## config.mk

```make
export PLATFORM = sky130hd
export DESIGN_NAME = packet_deframer
export DESIGN_NICKNAME = d
export VERILOG_FILES = /design/src/rtl/packet_deframer.sv
export SDC_FILE = /design/constraint.sdc
export NUM_CORES = 1
export LEC_CHECK = 0
export CAP_MARGIN = 20
export CORE_ASPECT_RATIO = 1.5
export CORE_MARGIN = 1
export CORE_UTILIZATION = 55
export DETAILED_ROUTE_END_ITERATION = 7
export HOLD_SLACK_MARGIN = 0.03
export PLACE_DENSITY_LB_ADDON = 0.15
export SYNTH_ARGS = -nofsm -noshare
export SYNTH_HDL_FRONTEND = slang
export SYNTH_SLANG_ARGS = --single-unit
```

## constraint.sdc

```tcl
create_clock -name clk -period 3.5 [get_ports clk]
set_input_delay 0.35 -clock clk [delete_from_list [all_inputs] [get_ports clk]]
set_output_delay 0.35 -clock clk [all_outputs]
set_load 0.005 [all_outputs]
```

## src/rtl/packet_deframer.sv

```systemverilog
// Serial RX deframer: hunts for a 16-bit sync word, then shifts in one fixed-size
// packet MSB first and presents it with a one-cycle ready pulse.
module packet_deframer #(
    parameter logic [15:0] SYNC_WORD   = 16'hA5C3,
    parameter int          PACKET_BITS = 288,
    parameter int          TIMEOUT     = 1024
) (
    input  logic                   clk,
    input  logic                   reset,
    input  logic                   rx_bit,
    input  logic                   rx_valid,
    output logic [PACKET_BITS-1:0] packet,
    output logic                   ready,
    output logic                   busy,
    output logic [15:0]            frames_received,
    output logic [15:0]            frames_aborted
);

    localparam int CNT_W  = $clog2(PACKET_BITS + 1);
    localparam int IDLE_W = $clog2(TIMEOUT);

    typedef enum logic {HUNT, RECEIVE} state_t;

    state_t                 state_q, state_d;
    logic [15:0]            sync_sr_q, sync_sr_d;
    logic [PACKET_BITS-1:0] pay_sr_q, pay_sr_d;
    logic [CNT_W-1:0]       bit_cnt_q, bit_cnt_d;
    logic [IDLE_W-1:0]      idle_cnt_q, idle_cnt_d;
    logic [PACKET_BITS-1:0] packet_q, packet_d;
    logic                   ready_q, ready_d;
    logic                   busy_q, busy_d;
    logic [15:0]            frames_received_q, frames_received_d;
    logic [15:0]            frames_aborted_q, frames_aborted_d;

    logic [15:0]            sync_next;
    logic [PACKET_BITS-1:0] pay_next;

    assign sync_next = {sync_sr_q[14:0], rx_bit};
    assign pay_next  = {pay_sr_q[PACKET_BITS-2:0], rx_bit};

    always_comb begin
        state_d           = state_q;
        sync_sr_d         = sync_sr_q;
        pay_sr_d          = pay_sr_q;
        bit_cnt_d         = bit_cnt_q;
        idle_cnt_d        = idle_cnt_q;
        packet_d          = packet_q;
        ready_d           = 1'b0;
        frames_received_d = frames_received_q;
        frames_aborted_d  = frames_aborted_q;
        unique case (state_q)
            HUNT: begin
                if (rx_valid) begin
                    if (sync_next == SYNC_WORD) begin
                        state_d    = RECEIVE;
                        bit_cnt_d  = '0;
                        idle_cnt_d = '0;
                        sync_sr_d  = '0;
                    end else begin
                        sync_sr_d = sync_next;
                    end
                end
            end
            RECEIVE: begin
                if (rx_valid) begin
                    // a bit arriving on the timeout cycle still counts
                    pay_sr_d   = pay_next;
                    bit_cnt_d  = bit_cnt_q + 1'b1;
                    idle_cnt_d = '0;
                    if (bit_cnt_q == CNT_W'(PACKET_BITS - 1)) begin
                        packet_d  = pay_next;
                        ready_d   = 1'b1;
                        state_d   = HUNT;
                        sync_sr_d = '0;
                        if (frames_received_q != 16'hFFFF)
                            frames_received_d = frames_received_q + 16'd1;
                    end
                end else if (idle_cnt_q == IDLE_W'(TIMEOUT - 1)) begin
                    state_d  = HUNT;
                    pay_sr_d = '0;
                    if (frames_aborted_q != 16'hFFFF)
                        frames_aborted_d = frames_aborted_q + 16'd1;
                end else begin
                    idle_cnt_d = idle_cnt_q + 1'b1;
                end
            end
            default: state_d = HUNT;
        endcase
        busy_d = (state_d == RECEIVE);
    end

    always_ff @(posedge clk or negedge reset) begin
        if (!reset) begin
            state_q           <= HUNT;
            sync_sr_q         <= '0;
            pay_sr_q          <= '0;
            bit_cnt_q         <= '0;
            idle_cnt_q        <= '0;
            packet_q          <= '0;
            ready_q           <= 1'b0;
            busy_q            <= 1'b0;
            frames_received_q <= '0;
            frames_aborted_q  <= '0;
        end else begin
            state_q           <= state_d;
            sync_sr_q         <= sync_sr_d;
            pay_sr_q          <= pay_sr_d;
            bit_cnt_q         <= bit_cnt_d;
            idle_cnt_q        <= idle_cnt_d;
            packet_q          <= packet_d;
            ready_q           <= ready_d;
            busy_q            <= busy_d;
            frames_received_q <= frames_received_d;
            frames_aborted_q  <= frames_aborted_d;
        end
    end

    assign packet          = packet_q;
    assign ready           = ready_q;
    assign busy            = busy_q;
    assign frames_received = frames_received_q;
    assign frames_aborted  = frames_aborted_q;

endmodule
```

### Yosys cells after proc, flatten, opt, wreduce, memory -nomap -nowiden

Cells that the tools add are included.

| word-level totals | value |
|---|---|
| bits in latches | 0 |
| flip-flop bits (word level) | 643 |
| output and inout port bits | 322 |
| bits in read-only memories | 0 |
| RAM bits | 0 |
| memories kept | 0 |

| operators by class | value |
|---|---|
| magnitude comparators | 0 |
| add/sub/neg operators | 4 |
| muxes and demuxes | 25 |
| div/mod/pow operators | 0 |
| reductions and logical operators | 8 |
| multipliers | 0 |
| equal/unequal tests | 10 |
| shifts and indexed selects | 0 |
| bitwise operators | 2 |

Operators by type and width:

| operator | number |
|---|---|
| 287-bit two-way mux | 2 |
| 15-bit two-way mux | 4 |
| 10-bit two-way mux | 4 |
| 16-bit by 1-bit adder with 16-bit output, second input constant | 2 |
| 16-bit != test, second input constant | 2 |
| 15-bit one-hot mux with 2 select lines | 1 |
| 9-bit two-way mux | 3 |
| 10-bit one-hot mux with 2 select lines | 1 |
| 9-bit one-hot mux with 2 select lines | 1 |
| 16-bit equality test, second input constant | 1 |
| 3-bit AND reduction | 4 |
| 10-bit by 1-bit adder with 10-bit output, second input constant | 1 |
| 10-bit equality test, second input constant | 1 |
| 9-bit by 1-bit adder with 9-bit output, second input constant | 1 |
| 9-bit equality test, second input constant | 1 |
| 1-bit two-way mux | 8 |
| 4-bit AND reduction | 2 |
| 2-bit != test, second input constant | 3 |
| 3-bit != test, second input constant | 1 |
| 2-bit by 1-bit != test with 1-bit output, second input constant | 1 |
| 1-bit inverter | 2 |
| 1-bit one-hot mux with 2 select lines | 1 |
| 2-bit AND reduction | 1 |
| 2-bit nonzero test | 1 |

### Longest topological paths before layout

| logic depth | value |
|---|---|
| depth after elaboration | 4 |
| mapped depth | 8 |
| gate-level depth less buffers | 7 |

### Worst setup path before layout

Ideal clock, no wire load.

| path | value |
|---|---|
| kind | flip-flop to flip-flop |
| start point | register bit_cnt_q[5] |
| end point | register frames_received_q[15] (netlist: frames_received[15]) |
| arrival time | 2024 ps |
| stages on the path, launching flop included | 6 |
| path buffers | 1 |
| setup slack | 1351 ps |
| path through | dfrtp_1 or4b_1 or3_4 buf_6 nor4_2 mux2_2 |

| between the ends | value |
|---|---|
| cells in the longest elaborated chain, start to end | 2 |

Ends and longest elaborated chain:

| item | RTL line | RTL |
|---|---|---|
| start: declaration | 27 | `logic [CNT_W-1:0] bit_cnt_q, bit_cnt_d;` |
| start signal: assignment | 108 | `bit_cnt_q <= bit_cnt_d;` |
| 9-bit equality test | 70 | `if (bit_cnt_q == CNT_W'(PACKET_BITS - 1)) begin` |
| 4-bit AND reduction (no source line) | - |  |
| end signal: assignment | 113 | `frames_received_q <= frames_received_d;` |
| end: declaration | 32 | `logic [15:0] frames_received_q, frames_received_d;` |

No other way between the ends.
A chain may end at the register's enable or synchronous reset.

### Final worst setup path

| path | value |
|---|---|
| start point | register bit_cnt_q[5] |
| end point | register frames_received_q[11] (netlist: frames_received[11]) |

The elaborated chain is that of the path after synthesis.

==> results.sh <==
export IMPL_post_cts_buffers=0
export IMPL_path_cells="or4b_1 -> or3_4 -> inv_8 -> o31ai_2 -> nor4_2 -> xor2_1"
export IMPL_grt_first_pass_wirelength_mm=89.5
export IMPL_cts_path_max_buffers=3
export IMPL_wl_per_cell_um=17.8
export IMPL_drive_above_1_share_pct=5.93
export IMPL_timing_final_ws_setup_ns=0.795
export IMPL_crit_required_ns=4.01
export IMPL_route_vias_total=16900
export IMPL_syn_instance_count=2153
export IMPL_worstMarginPinSlew_ns=0.999
export IMPL_crit_type="flip-flop to flip-flop"
export IMPL_antenna_found_initial=0
export IMPL_peakVddDrop_uv=438
export IMPL_num_nets_final=2442
export IMPL_max_freq_mhz=370
export IMPL_clk_latency_ns=0.60
export IMPL_dr_pass1_iters=5
export IMPL_worstPathArrival_ns=3.22
export IMPL_syn_to_final_growth_pct=24.8
export IMPL_syn_avg_cell_area_um2=11.1
export IMPL_cellPowerDensity_mw_per_mm2=485
export IMPL_cts_tree="yes"
export IMPL_hold_viol=0
export IMPL_grt_pass1_vias=17200
export IMPL_cts_clk_slew_worst_paths_ns=0.07
export IMPL_cp_max_fo=89
export IMPL_synth_flop_cell="dfrtp_1"
export IMPL_drv_cap=0
export IMPL_start_util_pct=55.7
export IMPL_drc=0
export IMPL_syn_cell_area_mm2=0.0239
export IMPL_io_buffer_count=325
export IMPL_skew_ns=0.0220
export IMPL_dpl_instance_area_mm2=0.0278
export IMPL_setup_violations=0
export IMPL_ctsHtreeMaxLevel=2
export IMPL_rows=93
export IMPL_synth_top_area_share_pct=67.2
export IMPL_synth_seq_cells=643
export IMPL_whs_ns=0.343
export IMPL_drt_total_wl_mm=54.4
export IMPL_tns_ns=0
export IMPL_max_stage_delay_ns=0.58
export IMPL_cts_root_buf="clkbuf_16"
export IMPL_synthTopCellsByArea="dfrtp_1, nand2_1, a22o_1, clkbuf_1, buf_2"
export IMPL_finalMaxSlewViolations=0
export IMPL_grt_use_total_pct=25.2
export IMPL_dp_slack_ns=0.521
export IMPL_place_gp_congestion=0.808
export IMPL_ys_async_sr_fraction_pct=100
export IMPL_max_slew_margin_rel_pct=33.4
export IMPL_critPathLaunchType="flip-flop"
export IMPL_die_area_mm2=0.0444
export IMPL_post_cts_resized=0
export IMPL_ys_seq_area_share_pct=67.2
export IMPL_core_region_area_mm2=0.0429
export IMPL_leakage_uw=0.0151
export IMPL_period_share_pct=77.3
export IMPL_outcome="finished clean"
export IMPL_fin_crit_ns=2.71
export IMPL_synth_edff_count=0
export IMPL_dp_hpwl_mm=33.3
export IMPL_grt_ovfl_total=0
export IMPL_clkSinkCount=643
export IMPL_final_area_mm2=0.0299
export IMPL_via_per_inst=5.55
export IMPL_ios=326
export IMPL_die_y_um=257
export IMPL_hold_path_class="input port to async pin"
export IMPL_die_x_um=172
export IMPL_grt_max_degree=216
export IMPL_diodes=0
export IMPL_drt_iter0_markers=1321
export IMPL_numCtsBuffers=56
export IMPL_rsz0062_at_grt="false"
export IMPL_yosysWarnings=0
export IMPL_slowest_stage="or4b_1"
export IMPL_cp_end_kind="flip-flop"
export IMPL_synth_cell_type_count=50
export IMPL_fin_util_pct=69.6
export IMPL_syn_nets=2161
export IMPL_drtAntennaViolNets=0
export IMPL_synth_largest_area_cell="dfrtp_1"
==> flip-flops by register name (all words and copies together), names as in the netlist <==
| name | cells |
|---|---|
| packet | 288 |
| pay_sr_q | 287 |
| frames_aborted | 16 |
| frames_received | 16 |
| sync_sr_q | 15 |
| idle_cnt_q | 10 |
| bit_cnt_q | 9 |
| busy | 1 |
| ready | 1 |
==> cells by family after synthesis <==
kind of cell    Yosys count  share of synthesized area (%)
buf+inv                 143                           2.57
flops                   643                           67.2
simple gates            980                           16.3
xor+xnor                 29                           1.06
fa+ha+maj                 4                          0.209
compound gates          346                           12.3
mux                       8                          0.345
==> per-stage QoR <==
stage                     power, uW  cells
after floorplan                7660   2153
final                         14500   3051
after detailed placement       7850   2945
after global placement         7840   2945
after global routing          14900   3051
after CTS                     14600   3051
==> cells in the mapped netlist (all sizes together) (2+ instances only) <==
| cell | number |
|---|---|
| o31ai | 7 |
| xnor2 | 19 |
| a22o | 306 |
| clkbuf | 79 |
| ha | 4 |
| a31oi | 5 |
| nor2 | 10 |
| mux2 | 2 |
| nand2 | 897 |
| nor2b | 3 |
| and4 | 2 |
| nor3 | 9 |
| a41oi | 2 |
| or4b | 2 |
| and3 | 12 |
| or4bb | 2 |
| buf | 58 |
| o21ai | 16 |
| dfrtp | 643 |
| a21oi | 3 |
| inv | 6 |
| nor4 | 3 |
| nand4 | 17 |
| nand3 | 12 |
| xor2 | 10 |
| mux2i | 6 |
| nand2b | 2 |
| and2 | 2 |
==> layer usage <==
metal | part of all wire, % | vias up | global-route usage [%] | wire length (um)
li1 | - | 7782 | - | -
met1 | 42 | 8651 | 33.0 | 22700
met2 | 50 | 399 | 42.3 | 27300
met3 | 5.5 | 87 | 4.94 | 3000
met4 | 2.6 | 0 | 7.72 | 1430
met5 | 0 | - | 0 | 0
==> repair_timing <==
action / in CTS / in global routing
hold buffers: 1 / 0
endpoints found under the setup margin: 0 / 0
endpoints found under the hold margin: 73 / 0
==> power by group <==
group / switching, uW / internal (uW) / total [uW]
clock: 2780 / 4020 / 6800
sequential: 25.0 / 7460 / 7480
combinational: 168 / 51.4 / 219
total: 2970 / 11500 / 14500
==> critical path: cells and delay by family, from the launching register on <==
| kind | cells | cell delay, ns |
|---|---|---|
| compound gates | 1 | 0.27 |
| simple gates | 3 | 1.29 |
| flops | 1 | 0.43 |
| xor+xnor | 1 | 0.20 |
| buf+inv | 1 | 0.42 |
==> cell usage in the layout (no fill, tap or decap), drive strengths merged, types with 6 or more instances in the layout <==
master         Yosys  layout
a22o             306     306
and3              12      12
buf               58      35
bufinv             0      11
clkbuf            79      74
clkdlybuf4s50      0     324
clkinv             0      11
clkinvlp           0       7
dfrtp            643     643
inv                6       8
mux2i              6       6
nand2            897     897
nand3             12      12
nand4             17      17
nor2              10      10
nor3               9       9
o21ai             16      16
o31ai              7       7
xnor2             19      19
xor2              10      10
==> layout make-up <==
type                            count  area [um^2]
Sequential cell                   643        16100
Fill cell                        3090        13100
Multi-Input combinational cell   1367         7240
Timing Repair Buffer              360         3750
Clock buffer                       74         1590
Tap cell                          570          713
Clock inverter                     31          467
Inverter                            6         30.0
==> final timing paths <==
| path | slack (ns) | start | cells past startpoint | endpoint |
|---|---|---|---|---|
| setup reg to reg | 0.79 | bit_cnt_q[5]$_DFFE_PN0P_ | 6 | frames_received[11]$_DFFE_PN0P_ |
| setup / recovery | 0.79 | bit_cnt_q[5]$_DFFE_PN0P_ | 6 | frames_received[11]$_DFFE_PN0P_ |
| hold reg to reg | 0.47 | packet[155]$_DFFE_PN0P_ | 2 | packet[155]$_DFFE_PN0P_ |
| min in group clk | 0.47 | packet[155]$_DFFE_PN0P_ | 2 | packet[155]$_DFFE_PN0P_ |
| max in group asynchronous | 2.08 | reset | 4 | packet[153]$_DFFE_PN0P_ |
| hold / removal | 0.34 | reset | 2 | pay_sr_q[212]$_DFFE_PN0P_ |
(Power assumes the default switching activity.)
==> edit 1: new RTL, same settings <==
Take the reset off `pay_sr_q` and load it in a clocked block of its own.
--- a/src/rtl/packet_deframer.sv
+++ b/src/rtl/packet_deframer.sv
@@ -93,7 +93,6 @@
         if (!reset) begin
             state_q           <= HUNT;
             sync_sr_q         <= '0;
-            pay_sr_q          <= '0;
             bit_cnt_q         <= '0;
             idle_cnt_q        <= '0;
             packet_q          <= '0;
@@ -104,7 +103,6 @@
         end else begin
             state_q           <= state_d;
             sync_sr_q         <= sync_sr_d;
-            pay_sr_q          <= pay_sr_d;
             bit_cnt_q         <= bit_cnt_d;
             idle_cnt_q        <= idle_cnt_d;
             packet_q          <= packet_d;
@@ -115,6 +113,10 @@
         end
     end
 
+    always_ff @(posedge clk) begin
+        pay_sr_q <= pay_sr_d;
+    end
+
     assign packet          = packet_q;
     assign ready           = ready_q;
     assign busy            = busy_q;
Check against the original RTL: not settled (the Yosys comparison gave no result); the edit may change what the design does.
==> edit 1 against the unedited design <==
  * Synthesized area increased by 2.8%
  * Total power about the same
  * Clock power decreased by 7.5%
  * Sequential cell count stayed put
  * Utilization decreased by 0.45 points
  * Wire length fell by 12%
  * Synthesized cell count is 29% lower
  * Final area increased by 1.8%
  * Critical path depth shrank 1
  * Die area up 2.8%
  * Worst hold slack lost 0.066 ns
  * Cell count fell by 19%
  * Worst setup slack improved by 0.051 ns
  * Critical path type unchanged
==> edit 1: results (changes against the unedited design) <==
via count of the first global-routing pass 13760 (-20%); fillers 3034 (-1.8%); Peak VDD IR 0.5053 mV (+15%); largest net degree at the start of global routing 124 (-43%); Logic power comb 0.272 mW (+24%); first-pass GRT wire length 76560 µm (-14%); Placed Instance Area 0.02852 mm² (+2.5%); top post-synthesis cells by area dfrtp_1, edfxtp_1, mux2_2, and2_1, mux2_1; vias 13450 (-21%); Nets 1864 (-24%); worst-case reg-to-reg path depth 5 (-1); metal3 WL 2147 µm (-28%); setup slack at placement 0.6721 ns (+0.1511 ns); synthesized-area fraction occupied by xor and xnor cells 0.8897% (-0.17 points); placed instance count 2373 (-19%); gpl congestion 0.7815 (-3.3%); internal reg-to-reg setup slack 0.85 ns (+0.05 ns); Worst R2R End frames_received[15]; arrival time worst endpoint 3.11 ns (-0.11 ns); Post-Synth Adder-Cell Area 0.2034% (-0.0057 points); DRT met1 WL 20370 µm (-10%); worst hold path type in -> reg; compound-gate portion of the synthesized area 2.181% (-10 points); Reg area 0.01753 mm² (+8.9%); slew margin rel. 31.23% (-2.2 points); syn avg cell area 16.14 µm² (+45%); post-synthesis mux area share 13.60% (+13 points); P_leak 12.70 nW (-16%); peak per-stage delay on the critical path 0.61 ns (+0.03 ns); Synth top cells by count dfrtp_1, and2_1, edfxtp_1; outcome finished, final reports clean; initial drt markers 820 (-38%); final WL 48050 µm (-12%); Switching Fraction 20.33% (-0.14 points); Final Skew 0.01881 ns (-0.003202 ns); routed length on met2 24290 µm (-11%); number of flops mapped to enable cells by yosys 287 (+287); GR met3 Demand/Resource 3.455% (-1.5 points)
[edit 1: changes by cell type in the layout (fill, tap and decap cells not counted), moves of 268 or more]
cell / unedited run / this run
edfxtp_1: 0 / 287
a22o_1: 306 / 18
dfrtp_1: 643 / 356
nand2_1: 897 / 14
mux2_2: 2 / 270
and2_1: 1 / 293
[edit 1: how the worst max path moves through the flow]
stage	from	to	slack (ns)	cells past startpoint
2_1_floorplan	idle_cnt_q[0]	pay_sr_q[0]	-2.69	6
3_3_place_gp	rx_valid	frames_received[15]	0.74	6
3_5_place_dp	rx_valid	frames_received[15]	0.67	6
4_1_cts	bit_cnt_q[0]	frames_received[15]	0.87	6
5_1_grt	bit_cnt_q[0]	frames_received[15]	0.69	6
6_report	bit_cnt_q[5]	frames_received[15]	0.85	5
[edit 1: logic make-up (layout without fill, tap and decap cells)]
| family | after synthesis | after routing |
|---|---|---|
| AO/OA/AOI/OAI | 71 | 71 |
| buffers and inverters | 87 | 466 |
| multiplexers | 298 | 298 |
| adder cells (fa/ha/maj) | 4 | 4 |
| XOR/XNOR | 25 | 25 |
| flip-flops | 643 | 643 |
| AND/OR/NAND/NOR | 397 | 397 |
[edit 1: repair_timing]
item,CTS,global route
hold buffers,1,0
endpoints found under the setup margin,0,0
hold endpoints to repair,94,0
[edit 1: area by class of cell]
cell class                      instances  area share [%]
Clock buffer                           71           5.158
Clock inverter                         35           1.045
Inverter                                8         0.09872
Multi-Input combinational cell        795           21.78
Sequential cell                       643           57.62
Tap cell                              576           2.369
Timing Repair Buffer                  352           11.93
[edit 1: worst reg2reg max path, cell delays in order, from the launching register on]
cell and delay, ns:
dfrtp_1 0.44, or4b_1 0.61, nor4_4 0.34, buf_12 0.47
nand4_1 0.32, mux2_1 0.35
==> edit 2: new RTL, same settings <==
Without the edit above. `TIMEOUT`: 1024 -> 256.
--- a/src/rtl/packet_deframer.sv
+++ b/src/rtl/packet_deframer.sv
@@ -3,7 +3,7 @@
 module packet_deframer #(
     parameter logic [15:0] SYNC_WORD   = 16'hA5C3,
     parameter int          PACKET_BITS = 288,
-    parameter int          TIMEOUT     = 1024
+    parameter int          TIMEOUT     = 256
 ) (
     input  logic                   clk,
     input  logic                   reset,
Function: not settled (the Yosys comparison gave no result); the edit may change what the design does.
==> edit 2 against the unedited design <==
  * First-iteration DRC count up 9.7%
  * Sequential cell count down 2
  * Synthesized area down 0.91%
  * Final area down 1.4%
  * Count of clock-buffer cells in the layout up 3
  * Sequential share of layout area up 0.57 points
  * Critical path depth down 1
  * Synthesized cell count down 1.4%
  * Total power down 3.6%
  * Wire length down 3.2%
  * Worst setup slack better by 0.0068 ns
  * Largest power group unchanged
==> edit 2: results (changes against the unedited design) <==
inverters 5 (-1); Clk Latency, worst-skew pair 0.58 ns (-0.02 ns); multi-input gates 1344 (-1.7%); Peak VDD IR 0.4361 mV (-0.34%); Synth top cells by count nand2_1, dfrtp_1, a22o_1; top post-synthesis cells by area dfrtp_1, nand2_1, a22o_1, clkbuf_1, buf_2; htree depth 2 (unchanged); Non-CTS buffers 355 (-1.4%); first-pass GRT wire length 87650 µm (-2.1%); initial drt markers 1449 (+9.7%); DRT met1 WL 21910 µm (-3.3%); synth unique cells 46 (-8.0%); Sink Count 641 (-0.31%); Routed WL per cell 17.50 µm (-1.8%); internal reg-to-reg setup slack 0.80 ns; arrival time worst endpoint 3.16 ns (-0.06 ns); via density per instance 5.503 (-0.76%); routed length on met2 26060 µm (-4.4%); hpwl dp 32530 µm (-2.3%); outcome finished, final reports clean; GRT Overall Usage 24.68% (-0.53 points); Signal buf overhead 12.46% (-0.082 points); largest net degree at the start of global routing 251 (+16%); sequential-to-total area share from yosys stat 67.63% (+0.41 points); fillers 3006 (-2.7%); Crit Path Max Fanout 250 (+180%); Nets 2409 (-1.4%); worst flop-to-flop path startpoint bit_cnt_q[5]; worst-case reg-to-reg path depth 5 (-1); gpl congestion 0.8062 (-0.21%); clkbuf count 77 (+4.1%); met1 Resource Use GR 33.13% (+0.14 points); P_leak 14.99 nW (-0.76%); Net Count, Synth 2131 (-1.4%); ClkCell Share 6.422% (-0.46 points); multi-input combinational area share 24.21% (-0.026 points); slew margin rel. 4.892% (-29 points); Syn Inst Count 2123 (-1.4%); Yosys warning total 0 (unchanged); Final Skew 0.01357 ns (-0.008443 ns)
==> edit 2: per-stage QoR <==
stage	setup slack (ns)	hold WS, ns	cell area (µm²)
after floorplan	1.352	0.05441	23720
after global placement	0.9556	0.3584	27570
after detailed placement	0.8909	0.3703	27570
after CTS	0.9527	0.3463	29480
after global routing	0.7104	0.3825	29480
final	0.8017	0.3349	29480
==> edit 2: power breakdown <==
part	total, mW	internal (mW)	switching [mW]
Sequential	7.45	7.43	0.0212
Clock	6.32	3.65	2.67
Combinational	0.206	0.0464	0.159
==> edit 2: worst min-delay path by stage <==
| stage | from | endpoint | cells past startpoint |
|---|---|---|---|
| after global placement | reset | frames_aborted[11] | 1 |
| after detailed placement | reset | frames_aborted[11] | 1 |
| after CTS | reset | pay_sr_q[234] | 2 |
| after global routing | reset | packet[236] | 2 |
| final | reset | frames_aborted[11] | 2 |
| after floorplan | reset | bit_cnt_q[0] | 0 |
==> edit 2: cells by family (layout without fill, tap and decap cells) <==
group                    Yosys count  count (layout)  synth area share [%]
AND/OR/NAND/NOR                  966             966                 16.18
flip-flops                       641             641                 67.63
AO/OA/AOI/OAI                    338             338                 12.21
buffers and inverters            138             460                 2.385
XOR/XNOR                          29              29                 1.071
multiplexers                       7               7                0.3165
adder cells (fa/ha/maj)            4               4                0.2110
==> edit 2: critical path, cell delays in order, from the launching register on <==
cell and delay, ns:
dfrtp_1 0.45, nor4b_1 0.73, nand3_4 0.26, buf_12 0.28
nand2_1 0.35, nand2_1 0.10
==> edit 2: repair_timing <==
action,CTS,global route
hold buffers,1,0
endpoints found under the hold margin,55,0
endpoints found under the setup margin,0,0
